File: src/rtl/cartram_saver.sv
// rtl/cartram_saver.sv - cartridge battery RAM upload engine answering hps_io ioctl reads
// Optional feature: define CARTRAM_AUTOSAVE_EN to raise upload requests after a quiet period.
module cartram_saver #(
  parameter int          RAM_AW          = 13,
  parameter logic [7:0]  UPLOAD_INDEX    = 8'h01,
  parameter logic [23:0] AUTOSAVE_CYCLES = 24'd5_000_000
) (
  input  logic              CLK,
  input  logic              RESB,
  input  logic              RAM_PRESENT,
  input  logic              RAM_WE,
  input  logic              SAVE_REQ,
  input  logic              IOCTL_UPLOAD,
  input  logic [7:0]        IOCTL_INDEX,
  input  logic              IOCTL_RD,
  input  logic [24:0]       IOCTL_ADDR,
  output logic [7:0]        IOCTL_DIN,
  output logic              IOCTL_WAIT,
  output logic              IOCTL_UPLOAD_REQ,
  output logic              RAM_REQ,
  output logic [RAM_AW-1:0] RAM_ADDR,
  input  logic              RAM_ACK,
  input  logic [7:0]        RAM_DATA
);

  typedef enum logic {
    S_IDLE  = 1'b0,
    S_FETCH = 1'b1
  } state_t;

  state_t            state_q, state_d;
  logic [7:0]        din_q, din_d;
  logic              wait_q, wait_d;
  logic              ram_req_q, ram_req_d;
  logic [RAM_AW-1:0] ram_addr_q, ram_addr_d;
  logic              upload_req_q, upload_req_d;
  logic              dirty_q, dirty_d;
  logic              save_q;
  logic              upload_q;

  logic hit;
  logic in_range;
  logic save_rise;
  logic upload_rise;
  logic req_set;
  logic auto_fire;

  assign hit         = IOCTL_UPLOAD & IOCTL_RD & (IOCTL_INDEX == UPLOAD_INDEX);
  // Anything at or above the RAM size reads back as open bus (8'hFF).
  assign in_range    = (IOCTL_ADDR[24:RAM_AW] == '0);
  assign save_rise   = SAVE_REQ & ~save_q;
  assign upload_rise = IOCTL_UPLOAD & ~upload_q;

`ifdef CARTRAM_AUTOSAVE_EN
  logic [23:0] quiet_q, quiet_d;

  // Quiet counter: reload on every write and while uploading, count down while dirty.
  always_comb begin
    quiet_d = quiet_q;
    if (RAM_WE || IOCTL_UPLOAD) begin
      quiet_d = AUTOSAVE_CYCLES;
    end else if (dirty_q && (quiet_q != 24'd0)) begin
      quiet_d = quiet_q - 24'd1;
    end
  end

  // Quiet counter register.
  always_ff @(posedge CLK or negedge RESB) begin
    if (!RESB) begin
      quiet_q <= AUTOSAVE_CYCLES;
    end else begin
      quiet_q <= quiet_d;
    end
  end

  assign auto_fire = dirty_q & (quiet_q == 24'd0);
`else
  logic unused_autosave;
  assign unused_autosave = ^AUTOSAVE_CYCLES;
  assign auto_fire       = 1'b0;
`endif

  assign req_set = (save_rise | auto_fire) & dirty_q & RAM_PRESENT & ~IOCTL_UPLOAD;

  // Read FSM next state and registered outputs; REQ/ADDR stay put until ACK.
  always_comb begin
    state_d    = state_q;
    din_d      = din_q;
    wait_d     = wait_q;
    ram_req_d  = ram_req_q;
    ram_addr_d = ram_addr_q;
    case (state_q)
      S_IDLE: begin
        if (hit) begin
          if (in_range) begin
            ram_req_d  = 1'b1;
            ram_addr_d = IOCTL_ADDR[RAM_AW-1:0];
            wait_d     = 1'b1;
            state_d    = S_FETCH;
          end else begin
            din_d = 8'hFF;
          end
        end
      end
      S_FETCH: begin
        if (RAM_ACK) begin
          din_d     = RAM_DATA;
          ram_req_d = 1'b0;
          wait_d    = 1'b0;
          state_d   = S_IDLE;
        end
      end
      default: begin
        state_d = S_IDLE;
      end
    endcase
  end

  // Dirty flag and upload request: a write wins over the upload-start clear.
  always_comb begin
    dirty_d      = dirty_q;
    upload_req_d = upload_req_q;
    if (!RAM_PRESENT) begin
      dirty_d      = 1'b0;
      upload_req_d = 1'b0;
    end else begin
      if (RAM_WE) begin
        dirty_d = 1'b1;
      end else if (upload_rise) begin
        dirty_d = 1'b0;
      end
      if (upload_rise) begin
        upload_req_d = 1'b0;
      end else if (req_set) begin
        upload_req_d = 1'b1;
      end
    end
  end

  // State register.
  always_ff @(posedge CLK or negedge RESB) begin
    if (!RESB) begin
      state_q <= S_IDLE;
    end else begin
      state_q <= state_d;
    end
  end

  // Output, dirty and edge-detect registers.
  always_ff @(posedge CLK or negedge RESB) begin
    if (!RESB) begin
      din_q        <= 8'h00;
      wait_q       <= 1'b0;
      ram_req_q    <= 1'b0;
      ram_addr_q   <= '0;
      upload_req_q <= 1'b0;
      dirty_q      <= 1'b0;
      save_q       <= 1'b0;
      upload_q     <= 1'b0;
    end else begin
      din_q        <= din_d;
      wait_q       <= wait_d;
      ram_req_q    <= ram_req_d;
      ram_addr_q   <= ram_addr_d;
      upload_req_q <= upload_req_d;
      dirty_q      <= dirty_d;
      save_q       <= SAVE_REQ;
      upload_q     <= IOCTL_UPLOAD;
    end
  end

  assign IOCTL_DIN        = din_q;
  assign IOCTL_WAIT       = wait_q;
  assign IOCTL_UPLOAD_REQ = upload_req_q;
  assign RAM_REQ          = ram_req_q;
  assign RAM_ADDR         = ram_addr_q;

endmodule

File: config.mk
export PLATFORM = sky130hd
export DESIGN_NAME = cartram_saver
export DESIGN_NICKNAME = d
export VERILOG_FILES = /design/src/rtl/cartram_saver.sv
export SDC_FILE = /design/constraint.sdc
export NUM_CORES = 1
export LEC_CHECK = 0
export BUFFER_PORTS_ARGS = -buffer_cell sky130_fd_sc_hd__buf_2
export CORE_MARGIN = 3
export CORE_UTILIZATION = 35
export DETAILED_ROUTE_END_ITERATION = 10
export GPL_ROUTABILITY_DRIVEN = 0
export PLACE_DENSITY = 0.78
export SYNTH_ARGS = -nofsm -noshare
export SYNTH_HDL_FRONTEND = slang
export SYNTH_SLANG_ARGS = --single-unit
File: constraint.sdc
create_clock -name CLK -period 2.8 [get_ports CLK]
set_clock_uncertainty 0.15 [all_clocks]
set_input_delay 0.14 -clock CLK [delete_from_list [all_inputs] [get_ports CLK]]
set_output_delay 0.14 -clock CLK [all_outputs]
set_load 0.01 [all_outputs]
Yosys cells after proc, flatten, opt, wreduce, memory -nomap -nowiden
Cells that the tools add are included.
{"block": "word_totals", "regBits": 27}
{"block": "op_classes", "n_eq_ne": 7, "mux": 18, "bitwise_logic": 11, "n_reduce_logical": 4}
{"cell": "8-bit 2-to-1 mux", "count": 3}
{"cell": "8-bit case mux with 2 select lines", "count": 1}
{"cell": "12-bit zero test", "count": 1}
{"cell": "1-bit 2-to-1 mux", "count": 12}
{"cell": "3-bit AND reduction", "count": 3}
{"cell": "8-bit by 1-bit equality test with 1-bit output (second input constant)", "count": 1}
{"cell": "2-bit inequality test (second input constant)", "count": 4}
{"cell": "1-bit bitwise AND", "count": 7}
{"cell": "3-bit by 1-bit inequality test with 1-bit output (second input constant)", "count": 2}
{"cell": "1-bit inverter", "count": 4}
{"cell": "1-bit case mux with 2 select lines", "count": 2}

Depth between registers and ports, before layout
Gate-level depths: netlist of the first run.
{"block": "depth", "ltp_word": 8, "mapped_depth": 6, "mapped_depth_nobuf": 4}

Least setup slack after synthesis of the first run
OpenSTA, ideal clock, no wires.
{"block": "synth_path", "kind": "register to register", "startpoint": "register state_q", "endpoint": "register ram_addr_q[0] (netlist: RAM_ADDR[0])", "t_arrival_ns": 1.614, "required_time_ns": 2.525, "setup_slack_ns": 0.912, "path_stages_with_launch": 7, "n_path_buf": 2, "path_cell_list": "dfrtp_1 nor4_1 and4_1 and4_2 buf_4 buf_6 mux2_2"}
{"block": "synth_via", "elab_chain_len": 2}
{"item": "start: declaration", "line": "31", "source": "state_t state_q, state_d;"}
{"item": "start signal: assignment", "line": "145", "source": "state_q <= state_d;"}
{"item": "1-bit inverter (no line)"}
{"item": "3-bit AND reduction (no line)"}
{"item": "end signal: assignment", "line": "164", "source": "ram_addr_q <= ram_addr_d;"}
{"item": "end: declaration", "line": "35", "source": "logic [RAM_AW-1:0] ram_addr_q, ram_addr_d;"}
Every way passes these cells.
A chain may end at the register's enable or synchronous reset.

Worst setup path in the final report of the first run
{"block": "layout_path", "startpoint": "register state_q", "endpoint": "register ram_addr_q[11] (netlist: RAM_ADDR[11])"}
Same word-level chain as after synthesis.

==> summary.txt, run 1 <==
Status
  – Status: finished, final reports clean

Floorplan
  – Core footprint: 2830 µm²
  – Chip height: 61.2 µm
  – DIE WIDTH: 61.2 µm
  – Die area: 3750 µm²
  – Boundary pin count: 73
  – Initial Util: 37.7%
  – Cell Rows: 19

STA
  – Final Cycle Share: 74.3%
  – # setup viols final: 0
  – Slew @ Worst Pin: 580 ps
  – Max_slew headroom: 61.4%
  – Max Clk Rate: 480 MHz
  – Max-slew violations: 0
  – RSZ-0062 raised after global routing: no
  – Hold Fails Final Rpt: 0
  – Setup TNS: 0 ps
  – Final min period: 2080 ps

Logic synthesis
  – Syn nets: 124
  – Ys async rst share: 100%
  – Ys Warns: 0
  – Complex-gate fraction of the synthesized area: 11.3%
  – Synth Cell Area: 1070 µm²
  – Count leader, synth: dfrtp_1
  – Adder-Cell Fraction of Synth Area: 0%
  – Post-synthesis sequential area ratio: 63.3%
  – Main flop type after synthesis: dfrtp_1
  – EDFF count, synth: 0
  – Yosys top cell area share: 63.3%
  – Syn Area/Cell: 14.2 µm²
  – Post-synthesis mux area share: 13.7%
  – Largest area contributor in the netlist: dfrtp_1
  – Post-Synth Simple-Gate Area: 8.56%
  – Largest family of logic cells by synthesized area: multiplexers
  – Synth top cells by count: 27 x dfrtp_1, 13 x mux2_2, 8 x o22a_2
  – Distinct cells, synth: 19
  – Yosys reg bits: 27
  – Post-Syn Instances: 75
  – Post-synthesis xor/xnor area fraction: 0%
  – Synth area leaders: dfrtp_1 63%, mux2_2 14%, o22a_2 7.5%

Routing
  – DRT iter0 DRCs: 41
  – Antenna Nets Post-Route: 0
  – Drt pass-1 iters: 3
  – Drt via density: 4.82
  – WL per Instance: 13.6 µm
  – Via count: 997
  – Routed WL: 2.82 mm
  – Detailed-route DRC error count: 0

Cells and area
  – Share of cells above drive strength 1: 55.7%
  – Fill cells: 237
  – Area growth syn-to-layout: 63.4%
  – Utilization after layout: 61.7%
  – Multi-input logic area: 358 µm²
  – Nets: 226
  – Antenna Cells: 0
  – Register area: 676 µm²

Worst setup path
  – Worst Path Max Fanout: 15
  – Crit path arrival time: 2140 ps
  – Crit start category: flop
  – Worst Path Required: 2860 ps
  – Setup crit end kind: flop
  – Critical path class: reg -> reg

Clock network
  – Post-cts resize count: 0
  – Worst-path clk slew: 140 ps
  – Root buffer cell: clkbuf_4
  – H-tree Lvls: 1
  – CTS Buf Count: 3
  – Clock Latency Late Sink: 310 ps
  – Clock Path Buffers: 2
  – # clock sinks: 27
  – CTS tree: done
  – Buffers inserted by post-CTS timing repair: 0

GRT
  – Initial antenna violation count: 0
  – Grt total ovfl: 0
  – First-pass GRT wire length: 4.04 mm
  – GRT Total Usage: 14.7%
  – Largest net degree at the start of global routing: 28
  – Vias in the first global route: 922

Power
  – Leakage: 0.000993 µW
  – Worst-case vdd ir drop: 185 µV
  – P per Cell Area: 375 nW/µm²

Place
  – Post-DP HPWL: 2.01 mm
  – I/O Buffers: 72

Job
  – Number of max-cap violations: 0

Min path
  – Min-delay worst type: in -> async
## cells in the final DEF, fill, tap and decap left out
cell type       n
a21o_1          2
clkbuf_4        3
a21oi_1         1
and4_2          1
a31oi_1         2
nor3_1          1
nand2_1         4
and4b_1         1
and4_1          1
clkbuf_1        1
dlygate4sd3_1  27
nor2b_1         1
dfrtp_1        27
nor2_1          3
o22a_2          8
inv_1           2
a211oi_1        1
buf_2          72
nor4_1          3
nand2b_1        1
buf_4           1
mux2_2         13
## metrics by stage
step | worst slack, ps | std cells | area (µm²) | hold slack (ps) | power, µW
2_1_floorplan | 912 | 75 | 1070 | -306 | 423
3_3_place_gp | 854 | 176 | 1450 | 7.00 | 470
3_5_place_dp | 735 | 176 | 1450 | 27.5 | 472
4_1_cts | 721 | 207 | 1740 | 202 | 665
5_1_grt | 588 | 207 | 1740 | 283 | 686
6_report | 719 | 207 | 1740 | 241 | 653
## cell type report
cell class	count	share of cell area, %
well taps	31	2.22
clock buffers	4	1.51
inverters	2	0.430
repair buffers	100	36.6
multi-input cells	43	20.5
flip-flops and latches	27	38.7
## timing repair
item	in CTS	in global routing
hold buffers	27	0
endpoints found under the setup margin	0	0
endpoints found under the hold margin	53	0
## path summary, 6_finish.rpt
| kind | startpoint | end | slack [ps] | cells after the start |
|---|---|---|---|---|
| min in group CLK | SAVE_REQ | save_q | 330 | 2 |
| worst min-delay path | RESB | IOCTL_DIN[1] | 240 | 2 |
| worst max register to register | state_q | RAM_ADDR[11] | 720 | 4 |
| worst min register to register | IOCTL_DIN[6] | IOCTL_DIN[6] | 350 | 1 |
| worst max-delay path | state_q | RAM_ADDR[11] | 720 | 4 |
| max in group asynchronous | RESB | upload_q | 1870 | 2 |
## logic make-up after synthesis
kind of cell	after synthesis
buffers and inverters	5
DFF	27
AOI/OAI and AO/OA	14
muxes	13
and+or+nand+nor	16
## worst max-delay path, stage by stage (launching register included)
cell,delay (ps)
dfrtp_1,450
nor4_1,300
and4_1,240
and4_2,450
mux2_2,380
## state kept, by name (all words and copies together), names as in the netlist
register	count
IOCTL_DIN	8
IOCTL_UPLOAD_REQ	1
RAM_ADDR	13
RAM_REQ	1
dirty_q	1
save_q	1
state_q	1
upload_q	1
## power by group
group	switching, µW	total, µW	leakage [µW]	internal, µW
Sequential	3.99	402	0.000370	398
Clock	105	160	0.0000150	55.6
Combinational	32.2	91.3	0.000608	59.1
## per-layer routing
layer  track usage [%]  vias to the layer above  wire, µm
met5                 0                        -         0
met1              17.7                      462      1190
met2              25.2                       51      1310
met4              7.43                        0        36
li1                  -                      480         -
met3              2.52                        4       280
(Power assumes the default switching activity.)
==> inputs of run 2 (changes only) <==
--- a/config.mk
+++ b/config.mk
@@ -10,7 +10,7 @@
 export CORE_UTILIZATION = 35
 export DETAILED_ROUTE_END_ITERATION = 10
 export GPL_ROUTABILITY_DRIVEN = 0
-export PLACE_DENSITY = 0.78
+export PLACE_DENSITY = 0.81
 export SYNTH_ARGS = -nofsm -noshare
 export SYNTH_HDL_FRONTEND = slang
 export SYNTH_SLANG_ARGS = --single-unit
==> constraint.sdc (replaced) <==
create_clock -name CLK -period 1.8 [get_ports CLK]
set_clock_uncertainty 0.15 [all_clocks]
set_input_delay 0.09 -clock CLK [delete_from_list [all_inputs] [get_ports CLK]]
set_output_delay 0.09 -clock CLK [all_outputs]
set_load 0.01 [all_outputs]
==> summary.txt, run 2 (same netlist as run 1, synthesis figures left out) <==
Status
  – Status: finished, final reports clean

Cells and area
  – Share of cells above drive strength 1: 56.7% (+0.98 points)
  – Area growth syn-to-layout: 68.2%
  – Most common cell after layout, fill and taps aside: buf_2
  – Max reg flops: 13 (unchanged)
  – Antenna Cells: 0 (unchanged)
  – Fill cells: 223 (-5.9%)
  – Commonest cells after routing, fill and taps aside: 72 x buf_2, 27 x dfrtp_1, 27 x dlygate4sd3_1, 11 x mux2_2, 8 x o22a_2
  – Nets: 230 (+1.8%)

Routing
  – WL per Instance: 14.2 µm (+4.5%)
  – DRT iter0 DRCs: 45 (+9.8%)
  – Antenna Nets Post-Route: 0 (unchanged)
  – Drt via density: 4.87 (+1.1%)
  – Routed WL: 3.00 mm (+6.5%)
  – Detailed-route DRC error count: 0 (unchanged)
  – Via count: 1027 (+3.0%)
  – Drt pass-1 iters: 4 (+1)

Worst setup path
  – Worst Path Required: 1860 ps (-1000 ps)
  – Slowest stage delay, CP: 420 ps (-30 ps)
  – Worst reg2reg path endpoint: RAM_ADDR[5]
  – Critical path class: reg -> reg
  – Setup crit end kind: flop
  – Critical Path Start: state_q
  – Crit path arrival time: 1860 ps (-280 ps)
  – Crit start category: flop
  – Worst Path Max Fanout: 14 (-1)
  – Worst R2R Setup Slack: 3 ps (-720 ps)
  – CP max stage cell: dfrtp_1
  – Crit path cell chain: nor4_1 > and4_1 > and4_4 > buf_12 > mux2_2
  – RR Startpoint: state_q
  – Crit path to: RAM_ADDR[5]
  – FF-to-FF path depth: 5 (+1)

GRT
  – Vias in the first global route: 995 (+7.9%)
  – First-pass GRT wire length: 4.08 mm (+1.2%)
  – Grt total ovfl: 0 (unchanged)
  – GRT Total Usage: 15.2% (+0.52 points)
  – Initial antenna violation count: 0 (unchanged)
  – Largest net degree at the start of global routing: 28 (unchanged)

STA
  – Final min period: 1800 ps (-284 ps)
  – Max_slew headroom: 61.7% (+0.35 points)
  – Slew @ Worst Pin: 574 ps (-5.32 ps)
  – Max-slew violations: 0 (unchanged)
  – Hold_ws: 148 ps (-93.0 ps)
  – Final Cycle Share: 99.8% (+25 points)
  – # setup viols final: 0 (unchanged)
  – RSZ-0062 raised after global routing: yes
  – Max Clk Rate: 557 MHz (+16%)
  – Hold Fails Final Rpt: 0 (unchanged)
  – Setup TNS: 0 ps (unchanged)

Clock network
  – # clock sinks: 27 (unchanged)
  – Clock Latency Late Sink: 310 ps (about the same)
  – Root buffer cell: clkbuf_4
  – Worst-path clk slew: 130 ps (about the same)
  – H-tree Lvls: 1 (unchanged)
  – Clock Path Buffers: 2 (unchanged)
  – CTS Buf Count: 3 (unchanged)
  – CTS tree: done

Power
  – Combinational Power Share: 14.3% (+0.3 points)
  – Clock share of power: 24.2% (-0.3 points)
  – P_sw: 219 µW (+55%)
  – Sequential power share: 61.5% (about the same)
  – Leakage: 0.00102 µW (+2.7%)
  – Worst-case vdd ir drop: 306 µV (+65%)
  – Sw Share: 21.5% (-0.030 points)
  – Internal: 798 µW (+56%)
  – P per Cell Area: 566 nW/µm² (+51%)

Floorplan
  – Cell Rows: 19 (unchanged)
  – Core footprint: 2830 µm² (unchanged)
  – Boundary pin count: 73 (unchanged)
  – DIE WIDTH: 61.2 µm (unchanged)
  – Die area: 3750 µm² (unchanged)
  – Chip height: 61.2 µm (unchanged)
  – Initial Util: 37.7% (unchanged)

Min path
  – Min-delay worst type: in -> async

Place
  – Post-DP HPWL: 2.09 mm (+4.1%)
  – I/O Buffers: 72 (unchanged)

Job
  – Number of max-cap violations: 0 (unchanged)
run 2: cell count changes in the layout (fill, tap and decap cells not counted):
cell | previous run | this run
and4_2 | 1 | 0
buf_4 | 1 | 4
mux2_4 | 0 | 2
mux2_2 | 13 | 11
buf_12 | 0 | 1
and4_4 | 0 | 1
run 2: stage by stage:
stage / total power, µW / util (%) / std cells / instance area (µm²) / setup slack [ps]
6_report: 1020 / 63.5 / 211 / 1800 / 3.20
5_1_grt: 1070 / 63.5 / 211 / 1800 / -41.1
4_1_cts: 1030 / 62.6 / 209 / 1770 / 34.1
3_5_place_dp: 735 / 52.1 / 178 / 1480 / 53.3
3_3_place_gp: 731 / 52.1 / 178 / 1480 / 113
2_1_floorplan: 658 / - / 75 / 1070 / 21.6
run 2: worst min-delay path by stage:
stage	slack (ps)	start	cells after the start	endpoint
global placement	-40	RESB	1	RAM_ADDR[12]
detailed placement	-30	RESB	1	RAM_ADDR[12]
floorplan	-360	RESB	0	IOCTL_DIN[0]
global route	180	RESB	2	RAM_ADDR[12]
CTS	150	RESB	2	RAM_ADDR[12]
finish	150	RESB	2	RAM_ADDR[12]
run 2: power groups by stage:
stage                     Sequential [µW]  Combinational [µW]  Clock (µW)
final                                 625                 145         246
after CTS                             626                 144         260
after global placement                636                95.3           0
after floorplan                       641                16.9           0
after detailed placement              637                98.1           0
after global routing                  627                 158         281
run 2: final cells by class:
class | instances | area (µm²) | share of cell area (%)
Timing Repair Buffer | 104 | 681 | 37.9
Multi-Input combinational cell | 43 | 367 | 20.4
Sequential cell | 27 | 676 | 37.6
Tap cell | 31 | 38.8 | 2.16
Inverter | 2 | 7.51 | 0.418
Clock buffer | 4 | 26.3 | 1.46
run 2: timing repair:
item	4_1_cts	5_1_grt
endpoints found under the hold margin	53	0
hold buffers	27	0
resized for setup	0	3
buffers inserted	0	2
setup endpoints to repair	0	13
run 2: worst max-delay path: cells and delay by family (launching register included):
family,cells,cell delay (ps)
and+or+nand+nor,3,640
buffers and inverters,1,150
DFF,1,420
muxes,1,340
run 2: per-layer routing:
layer	track usage (%)	wire (µm)	part of all wire, %	up-vias
met3	3.98	302	10	6
met1	14.4	1120	37	481
met2	29.8	1510	50	57
met4	7.43	68	2.3	0
li1	-	-	-	483
met5	0	0	0	-
